[src/rtl/uart_pkg.sv]
// uart_pkg: shared types and constants for the UART transmit-side AXIS FIFO.
//   UART_DATA_WIDTH   : default tdata width
//   UART_FIFO_DEPTH   : default FIFO depth (power of two)
//   uart_fifo_entry_t : stored entry layout {tlast, tdata} at the default width
//   uart_ptr_width()  : pointer width for a given depth (index bits + wrap bit)
package uart_pkg;

    localparam int UART_DATA_WIDTH = 8;
    localparam int UART_FIFO_DEPTH = 16;

    typedef struct packed {
        logic                       tlast;
        logic [UART_DATA_WIDTH-1:0] tdata;
    } uart_fifo_entry_t;

    // One extra MSB distinguishes full from empty when the index bits match.
    function automatic int uart_ptr_width(input int depth);
        return $clog2(depth) + 1;
    endfunction

endpackage

[src/rtl/uart_axis_fifo_if.sv]
// uart_axis_fifo_if: one AXI-Stream byte channel.
//   tdata  : payload
//   tvalid : source has a beat
//   tlast  : beat ends a packet
//   tready : sink accepts
// Modports: master drives tdata/tvalid/tlast, slave drives tready.
interface uart_axis_fifo_if
    import uart_pkg::*;
#(
    parameter int DATA_WIDTH = UART_DATA_WIDTH
);
    logic [DATA_WIDTH-1:0] tdata;
    logic                  tvalid;
    logic                  tlast;
    logic                  tready;

    modport master (output tdata, output tvalid, output tlast, input  tready);
    modport slave  (input  tdata, input  tvalid, input  tlast, output tready);

endinterface

[src/rtl/uart_fifo_mem.sv]
// uart_fifo_mem: simple dual-port storage, synchronous write, asynchronous read.
//   clk   : write clock
//   we    : write enable
//   waddr : write index
//   wdata : write word
//   raddr : read index
//   rdata : word at raddr (combinational)
// The array has no reset; the FIFO masks its output while empty.
module uart_fifo_mem
    import uart_pkg::*;
#(
    parameter int WIDTH = UART_DATA_WIDTH + 1,
    parameter int DEPTH = UART_FIFO_DEPTH,
    localparam int AW   = $clog2(DEPTH)
) (
    input  logic             clk,
    input  logic             we,
    input  logic [AW-1:0]    waddr,
    input  logic [WIDTH-1:0] wdata,
    input  logic [AW-1:0]    raddr,
    output logic [WIDTH-1:0] rdata
);

    logic [WIDTH-1:0] mem [DEPTH];

    always_ff @(posedge clk) begin
        if (we) begin
            mem[waddr] <= wdata;
        end
    end

    assign rdata = mem[raddr];

endmodule

[src/rtl/uart_axis_fifo.sv]
// uart_axis_fifo: AXI-Stream byte FIFO in front of the UART transmitter.
//   clk_i     : clock
//   rst_n_i   : synchronous active-low reset
//   flush_i   : synchronous clear of contents
//   slv_axis  : upstream stream from the system (slave modport)
//   mst_axis  : downstream stream to the transmitter (master modport)
//   level_o   : entry count 0..DEPTH
//   empty_o / full_o / afull_o : status flags (afull at level >= AFULL_LEVEL)
// Optional build macro UART_FIFO_PKT_MODE_EN: hold data until a complete
// tlast-terminated packet is stored (or the FIFO is full).
module uart_axis_fifo
    import uart_pkg::*;
#(
    parameter int DATA_WIDTH  = UART_DATA_WIDTH,
    parameter int DEPTH       = UART_FIFO_DEPTH,
    parameter int AFULL_LEVEL = DEPTH - 2
) (
    input  logic                   clk_i,
    input  logic                   rst_n_i,
    input  logic                   flush_i,
    uart_axis_fifo_if.slave        slv_axis,
    uart_axis_fifo_if.master       mst_axis,
    output logic [$clog2(DEPTH):0] level_o,
    output logic                   empty_o,
    output logic                   full_o,
    output logic                   afull_o
);

    localparam int AW = $clog2(DEPTH);
    localparam int PW = uart_ptr_width(DEPTH);

    typedef struct packed {
        logic                  tlast;
        logic [DATA_WIDTH-1:0] tdata;
    } entry_t;

    logic [PW-1:0] wr_ptr;
    logic [PW-1:0] rd_ptr;
    logic          ready_q;
    logic          empty;
    logic          full;
    logic          slv_ready;
    logic          mst_valid;
    logic          release_ok;
    logic          wr_beat;
    logic          rd_beat;
    entry_t        wr_entry;
    entry_t        rd_entry;

    assign empty = (wr_ptr == rd_ptr);
    assign full  = (wr_ptr[AW-1:0] == rd_ptr[AW-1:0]) && (wr_ptr[AW] != rd_ptr[AW]);

    // ready_q keeps tready low through reset and raises it one cycle after
    // release; tready never looks at the downstream tready.
    assign slv_ready = ready_q && !full && !flush_i;
    assign mst_valid = !empty && !flush_i && release_ok;

    assign wr_beat = slv_axis.tvalid && slv_ready;
    assign rd_beat = mst_valid && mst_axis.tready;

    assign wr_entry.tlast = slv_axis.tlast;
    assign wr_entry.tdata = slv_axis.tdata;

    always_ff @(posedge clk_i) begin
        if (!rst_n_i) begin
            wr_ptr  <= '0;
            rd_ptr  <= '0;
            ready_q <= 1'b0;
        end else if (flush_i) begin
            wr_ptr  <= '0;
            rd_ptr  <= '0;
            ready_q <= 1'b1;
        end else begin
            ready_q <= 1'b1;
            if (wr_beat) begin
                wr_ptr <= wr_ptr + PW'(1);
            end
            if (rd_beat) begin
                rd_ptr <= rd_ptr + PW'(1);
            end
        end
    end

    uart_fifo_mem #(
        .WIDTH (DATA_WIDTH + 1),
        .DEPTH (DEPTH)
    ) u_mem (
        .clk   (clk_i),
        .we    (wr_beat),
        .waddr (wr_ptr[AW-1:0]),
        .wdata (wr_entry),
        .raddr (rd_ptr[AW-1:0]),
        .rdata (rd_entry)
    );

`ifdef UART_FIFO_PKT_MODE_EN
    logic [PW-1:0] pkt_cnt;
    logic          in_pkt;
    logic          pkt_inc;
    logic          pkt_dec;

    assign pkt_inc = wr_beat && slv_axis.tlast;
    assign pkt_dec = rd_beat && rd_entry.tlast;

    always_ff @(posedge clk_i) begin
        if (!rst_n_i || flush_i) begin
            pkt_cnt <= '0;
            in_pkt  <= 1'b0;
        end else begin
            case ({pkt_inc, pkt_dec})
                2'b10:   pkt_cnt <= pkt_cnt + PW'(1);
                2'b01:   pkt_cnt <= pkt_cnt - PW'(1);
                default: pkt_cnt <= pkt_cnt;
            endcase
            if (rd_beat) begin
                in_pkt <= !rd_entry.tlast;
            end
        end
    end

    // Full overrides the packet gate so a packet longer than DEPTH cannot
    // deadlock; in_pkt then keeps the rest of that packet flowing.
    assign release_ok = (pkt_cnt != '0) || full || in_pkt;
`else
    assign release_ok = 1'b1;
`endif

    // Stale array contents never leak out while empty.
    assign mst_axis.tvalid = mst_valid;
    assign mst_axis.tdata  = empty ? '0 : rd_entry.tdata;
    assign mst_axis.tlast  = !empty && rd_entry.tlast;
    assign slv_axis.tready = slv_ready;

    assign level_o = wr_ptr - rd_ptr;
    assign empty_o = empty;
    assign full_o  = full;
    assign afull_o = (level_o >= PW'(AFULL_LEVEL));

endmodule

[src/flat_wrapper.sv]
// flat-port wrapper written by rule: the top's interface ports become plain ports
module uart_axis_fifo_flat import uart_pkg::*;
#(
    parameter int DATA_WIDTH  = UART_DATA_WIDTH,
    parameter int DEPTH       = UART_FIFO_DEPTH,
    parameter int AFULL_LEVEL = DEPTH - 2
)
  (clk_i, rst_n_i, flush_i, level_o, empty_o, full_o, afull_o, slv_axis_tdata, slv_axis_tvalid, slv_axis_tlast, slv_axis_tready, mst_axis_tdata, mst_axis_tvalid, mst_axis_tlast, mst_axis_tready);
  uart_axis_fifo_if #(.DATA_WIDTH(DATA_WIDTH)) slv_axis_i ();
  uart_axis_fifo_if #(.DATA_WIDTH(DATA_WIDTH)) mst_axis_i ();
  input  logic clk_i;
  input  logic rst_n_i;
  input  logic flush_i;
  output logic [$clog2(DEPTH):0] level_o;
  output logic empty_o;
  output logic full_o;
  output logic afull_o;
  input wire logic [$bits(slv_axis_i.tdata)-1:0] slv_axis_tdata;
  input wire logic [$bits(slv_axis_i.tvalid)-1:0] slv_axis_tvalid;
  input wire logic [$bits(slv_axis_i.tlast)-1:0] slv_axis_tlast;
  output wire logic [$bits(slv_axis_i.tready)-1:0] slv_axis_tready;
  output wire logic [$bits(mst_axis_i.tdata)-1:0] mst_axis_tdata;
  output wire logic [$bits(mst_axis_i.tvalid)-1:0] mst_axis_tvalid;
  output wire logic [$bits(mst_axis_i.tlast)-1:0] mst_axis_tlast;
  input wire logic [$bits(mst_axis_i.tready)-1:0] mst_axis_tready;
  assign slv_axis_i.tdata = slv_axis_tdata;
  assign slv_axis_i.tvalid = slv_axis_tvalid;
  assign slv_axis_i.tlast = slv_axis_tlast;
  assign slv_axis_tready = slv_axis_i.tready;
  assign mst_axis_tdata = mst_axis_i.tdata;
  assign mst_axis_tvalid = mst_axis_i.tvalid;
  assign mst_axis_tlast = mst_axis_i.tlast;
  assign mst_axis_i.tready = mst_axis_tready;
  uart_axis_fifo #(.DATA_WIDTH(DATA_WIDTH), .DEPTH(DEPTH), .AFULL_LEVEL(AFULL_LEVEL)) u_core (.clk_i(clk_i), .rst_n_i(rst_n_i), .flush_i(flush_i), .slv_axis(slv_axis_i), .mst_axis(mst_axis_i), .level_o(level_o), .empty_o(empty_o), .full_o(full_o), .afull_o(afull_o));
endmodule
[config.mk]
export PLATFORM = sky130hd
export DESIGN_NAME = uart_axis_fifo_flat
export DESIGN_NICKNAME = d
export VERILOG_FILES = /design/src/rtl/uart_pkg.sv /design/src/rtl/uart_axis_fifo_if.sv /design/src/rtl/uart_fifo_mem.sv /design/src/rtl/uart_axis_fifo.sv /design/src/flat_wrapper.sv
export SDC_FILE = /design/constraint.sdc
export NUM_CORES = 1
export LEC_CHECK = 0
export ABC_AREA = 0
export CELL_PAD_IN_SITES_DETAIL_PLACEMENT = 0
export CELL_PAD_IN_SITES_GLOBAL_PLACEMENT = 2
export CORE_MARGIN = 2
export CORE_UTILIZATION = 38
export CTS_BUF_LIST = sky130_fd_sc_hd__clkbuf_8
export DETAILED_ROUTE_END_ITERATION = 6
export PLACE_DENSITY = 0.77
export SLEW_MARGIN = 20
export SYNTH_ARGS = -nofsm -noshare
export SYNTH_HDL_FRONTEND = slang
export SYNTH_SLANG_ARGS = --single-unit
[constraint.sdc]
create_clock -name clk_i -period 2.6 [get_ports clk_i]
set_input_delay 0.65 -clock clk_i [delete_from_list [all_inputs] [get_ports clk_i]]
set_output_delay 0.65 -clock clk_i [all_outputs]
set_load 0.05 [all_outputs]
# [Yosys cells after proc, flatten, opt, wreduce, memory -nomap -nowiden]
# Memories as Yosys holds them, arrays and structs flattened. A register that Yosys moved wholly into a read port is not among the register bits.
# Cells that the tools add are included.
[totals] ramBits=144 n_memories=1 ff_bits=11 input_bits=14 word_cells=29
[mem_list] name="u_core.u_mem.mem" words=16 word_bits=9 read_ports=1 rd_clocked_by_memory_dff=1 write_ports=1 line="uart_fifo_mem.sv:24" rtl="logic [WIDTH-1:0] mem [DEPTH];"
[classes] n_eq_ne=3 addsub=3 order_cmp=1 muxes=6 n_bitwise=1 n_reduce_logical=11
[ops] operator="adder 5 x 1 -> 5 bit (second input constant)" n=2
[ops] operator="2-to-1 mux 4 bit" n=2
[ops] operator="2-to-1 mux 8 bit" n=1
[ops] operator="logical AND 1 bit" n=7
[ops] operator="== test 5 bit" n=1
[ops] operator="greater-or-equal comparator 5 x 4 -> 1 bit (second input constant)" n=1
[ops] operator="subtractor 5 bit" n=1
[ops] operator="== test 4 bit" n=1
[ops] operator="zero test 1 bit" n=3
[ops] operator="2-to-1 mux 1 bit" n=3
[ops] operator="OR reduction 2 bit" n=1
[ops] operator="!= test 1 bit" n=1
[ops] operator="inverter 1 bit" n=1

# [Logic depth before layout (Yosys ltp)]
[logic_depth] ltp_word=8 ltp_mapped=8 mapped_depth_nobuf=8

# [Hierarchy]
# Synthesis repeated with hierarchy kept, for this count alone.
[unflattened] cells_unflattened=334 hier_area_um2=6364.9
[by_module_without_submodules] mod="uart_fifo_mem" area_each_um2=5600.4 n_inst=1 cells_per_inst=245
[by_module_without_submodules] mod="uart_axis_fifo" area_each_um2=764.5 n_inst=1 cells_per_inst=89

# [Worst setup path before layout]
# OpenSTA, ideal clock, no wires.
[synth_timing] path_kind="reg2out" start="register u_core.wr_ptr[0]" end="output mst_axis_tdata[0]" required_time_ns=1.950 arrival_time_ns=2.778 n_path_buf=1 path_slack_ns=-0.828 path_stages_with_launch=7 cell_sequence="dfxtp_1 > inv_1 > ha_1 > nand4_1 > nor2_1 > clkbuf_1 > a211oi_1"
[synth_via] elab_chain_len=2
[synth_rtl] element="start: declaration" line="uart_axis_fifo.sv:37" rtl="logic [PW-1:0] wr_ptr;"
[synth_rtl] element="start signal: assignment" line="uart_axis_fifo.sv:76" rtl="wr_ptr <= wr_ptr + PW'(1);"
[synth_rtl] element="== test 5 bit" line="uart_axis_fifo.sv:50" rtl="assign empty = (wr_ptr == rd_ptr);"
[synth_rtl] element="via empty_o" line="flat_wrapper.sv:15" rtl="output logic empty_o;"
[synth_rtl] element="2-to-1 mux 8 bit" line="uart_axis_fifo.sv:130" rtl="assign mst_axis.tdata = empty ? '0 : rd_entry.tdata;"
[synth_rtl] element="end: declaration" line="flat_wrapper.sv:22" rtl="output wire logic [$bits(mst_axis_i.tdata)-1:0] mst_axis_tdata;"
# The timed path passes the listed nets, and every way through them passes these cells.

==> out/results.ini <==
[status]
outcome = complete, but fails checks
violations = setup timing

[clock_network]
clkTransAtPathRegs_ps = 90
clk_path_buf_depth = 2
numCtsBuffers = 17
htree_levels = 4
cts_root_buf = clkbuf_8
clock_latency_ps = 450
hold_buffers = 0
cts_tree = built
cts.sinks = 159

[setup_path]
worstSetupStartpointType = flip-flop
slowest_delay_ps = 530
crit_arrival_ps = 2220
required_ps = 1950
end_kind = primary output
crit_fanout = 5
path_class = flip-flop to primary output
crit_slowest_cell = mux4_2
cp_cell_sequence = buf_12, buf_16, mux4_2, a211oi_2, buf_4, a211oi_4, buf_6

[final_layout]
syn_to_final_growth_pct = 29.48
utilization = 0.5071
stdcell_area_um2 = 8469
layout-drive-gt1-share = 0.4568
n_antenna_cell = 0
nNetsFinal = 462

[placed_design]
dp_hpwl_um = 8442
place_congestion = 0.7787
postPlaceCellArea_um2 = 7576
place_ws_ps = -42.65
port_buffers = 32

[drt]
drc = 0
routed_via_density = 5.192
wirelength_um = 14510
ant_nets = 0
drt_iter0_drc = 226
wl_per_cell_um = 21.63
dr.pass1.iters = 4
num_vias = 3484

[global_route]
antenna_found_initial = 0
grtUsageMet3 = 0.04602
grt.busiest_layer = met2
grt_pass1_vias = 3743
grt_max_degree = 28
grt_use_met1 = 0.2218
grt_util_met2 = 0.2747
grt_usage = 0.1688
overflow = 0
grt_pass1_wl_um = 22230

[timing]
hold_viol = 0
drv_slew = 0
min_period_ps = 2868
tightest_slew_ps = 617.6
clock_skew_ps = 14.65
rsz0062_at_grt = true
relSlewSlack = 0.5870
clock.fmax_mhz = 348.7
setup_violations = 13
hold_ws_ps = 547.8
finalCritPeriodShare = 1.103
layout_setup_ws_ps = -268.2

[power]
ir_drop_uv = 301.0
leakage_nw = 2.752
p_per_area_nw_per_um2 = 537.4

[synthesis]
synthAdderAreaFrac = 0.02028
ys_seq_area_frac = 0.7070
ys_warn_count = 0
ys_types = 42
yosys.area_share.simple = 0.04572
synth.area.mux_share = 0.1505
ys.flop_type = edfxtp_1
synth_seq_cells = 159
synth_nets = 365
synthCells = 341
synth-xor-area-share = 0.01205
synth_top_family_by_area = multiplexers
synth_compound_area_frac = 0.04036
synth.cell_area_um2 = 6541
synth_edf_count = 144
async_reset_ff_frac = 0
avgSynthCellArea_um2 = 19.18

[floorplanning]
io_pins = 33
die-height_um = 135.2
start_util = 0.3917
rows = 47
die_w_um = 135.2
dieArea_um2 = 18280
core-area_um2 = 16700

[run]
drv_cap = 0

[worst_hold_path]
hold_path_class = flip-flop to flip-flop

-- power by group --
group          switching [mW]  leakage [nW]  internal [mW]  total (mW)
Clock                   0.942         0.164          0.666        1.61
Sequential            0.00273          1.42           2.78        2.78
Combinational          0.0914          1.17         0.0686       0.160
Total                    1.04          2.75           3.52        4.55
-- layout by cell type, fill, tap and decap left out, types with 3 or more instances in the layout --
master,n
mux4_1,4
nor2b_1,5
mux4_2,32
buf_4,51
inv_2,4
mux2i_4,3
buf_16,3
edfxtp_1,144
dfxtp_2,4
mux2i_1,3
inv_1,3
a211oi_4,10
clkinvlp_4,4
mux2i_2,5
nand2_1,6
dfxtp_4,5
ha_4,4
xnor2_1,3
nor2_4,3
nor3_1,4
nand3_1,3
o21ai_0,3
xor2_1,3
a211oi_2,7
nor2b_4,6
nor2_1,19
buf_6,11
clkinv_4,4
clkbuf_8,17
buf_12,13
ha_1,5
inv_6,4
dfxtp_1,6
clkdlybuf4s50_1,13
-- cells in the mapped netlist, types with 4 or more instances --
cell type | count | area share
a211oi_1 | 16 | 0.018
dfxtp_1 | 15 | 0.046
edfxtp_1 | 144 | 0.66
ha_1 | 9 | 0.017
inv_1 | 8 | 0.0046
mux2i_1 | 11 | 0.017
mux4_1 | 17 | 0.068
mux4_2 | 19 | 0.065
nand2_1 | 6 | 0.0034
nor2_1 | 22 | 0.013
nor2b_1 | 9 | 0.0086
nor3_1 | 4 | 0.0031
o21ai_0 | 4 | 0.0031
xnor2_1 | 5 | 0.0067
xor2_1 | 4 | 0.0054
-- what timing repair did --
action	in CTS	in global routing
endpoints found under the setup margin	17	16
setup buffers	8	9
pin swaps	25	14
cloned	4	1
gates resized for setup	80	14
-- through the flow --
stage	cells	setup TNS, ps	total power [mW]
3_5_place_dp	618	-70.25	2.988
2_1_floorplan	341	-567.3	2.899
4_1_cts	662	-3168	4.572
3_3_place_gp	618	0	2.983
5_1_grt	671	-4076	4.698
6_report	671	-2695	4.551
-- path summary, 6_finish.rpt --
check,depth (start not counted),slack (ps),startpoint,end
worst min register to register,2,550,u_core.rd_ptr[2],u_core.rd_ptr[2]
worst max-delay path,7,-270,flip-flop,mst_axis_tdata[7]
worst max register to register,8,330,u_core.rd_ptr[1],u_core.u_mem.mem[3][4]
worst min-delay path,2,550,u_core.rd_ptr[2],u_core.rd_ptr[2]
-- flip-flops by register name, summed over array words and instances, names as in the netlist, named ones only --
register,cells
u_core.wr_ptr,5
u_core.ready_q,1
u_core.rd_ptr,5
u_core.u_mem.mem,144
-- cells by family after synthesis --
logic type	after synthesis
and+or+nand+nor	57
DFF	159
buffers and inverters	25
AOI/OAI and AO/OA	34
adders and majority gates	10
muxes	47
xor gates and xnor gates	9
-- area by class of cell --
class,count,area (µm²)
inverters,8,32.53
well taps,220,275.3
flip-flops and latches,159,4648
multi-input cells,157,2090
fillers,1385,8232
clock inverters,15,112.6
clock buffers,17,234.0
repair buffers,95,1077
-- per-layer routing --
metal,vias to the layer above,wire length [µm]
met5,-,0
met4,0,272
met3,20,775
met2,99,7305
met1,1800,6159
li1,1565,-
-- worst max-delay path: cells and delay by family, from the launching register on --
kind	cells	cell delay [ps]
buf+inv	4	580
mux	1	530
flops	1	420
compound gates	2	220
No activity file was read; power rests on OpenSTA's default activity.
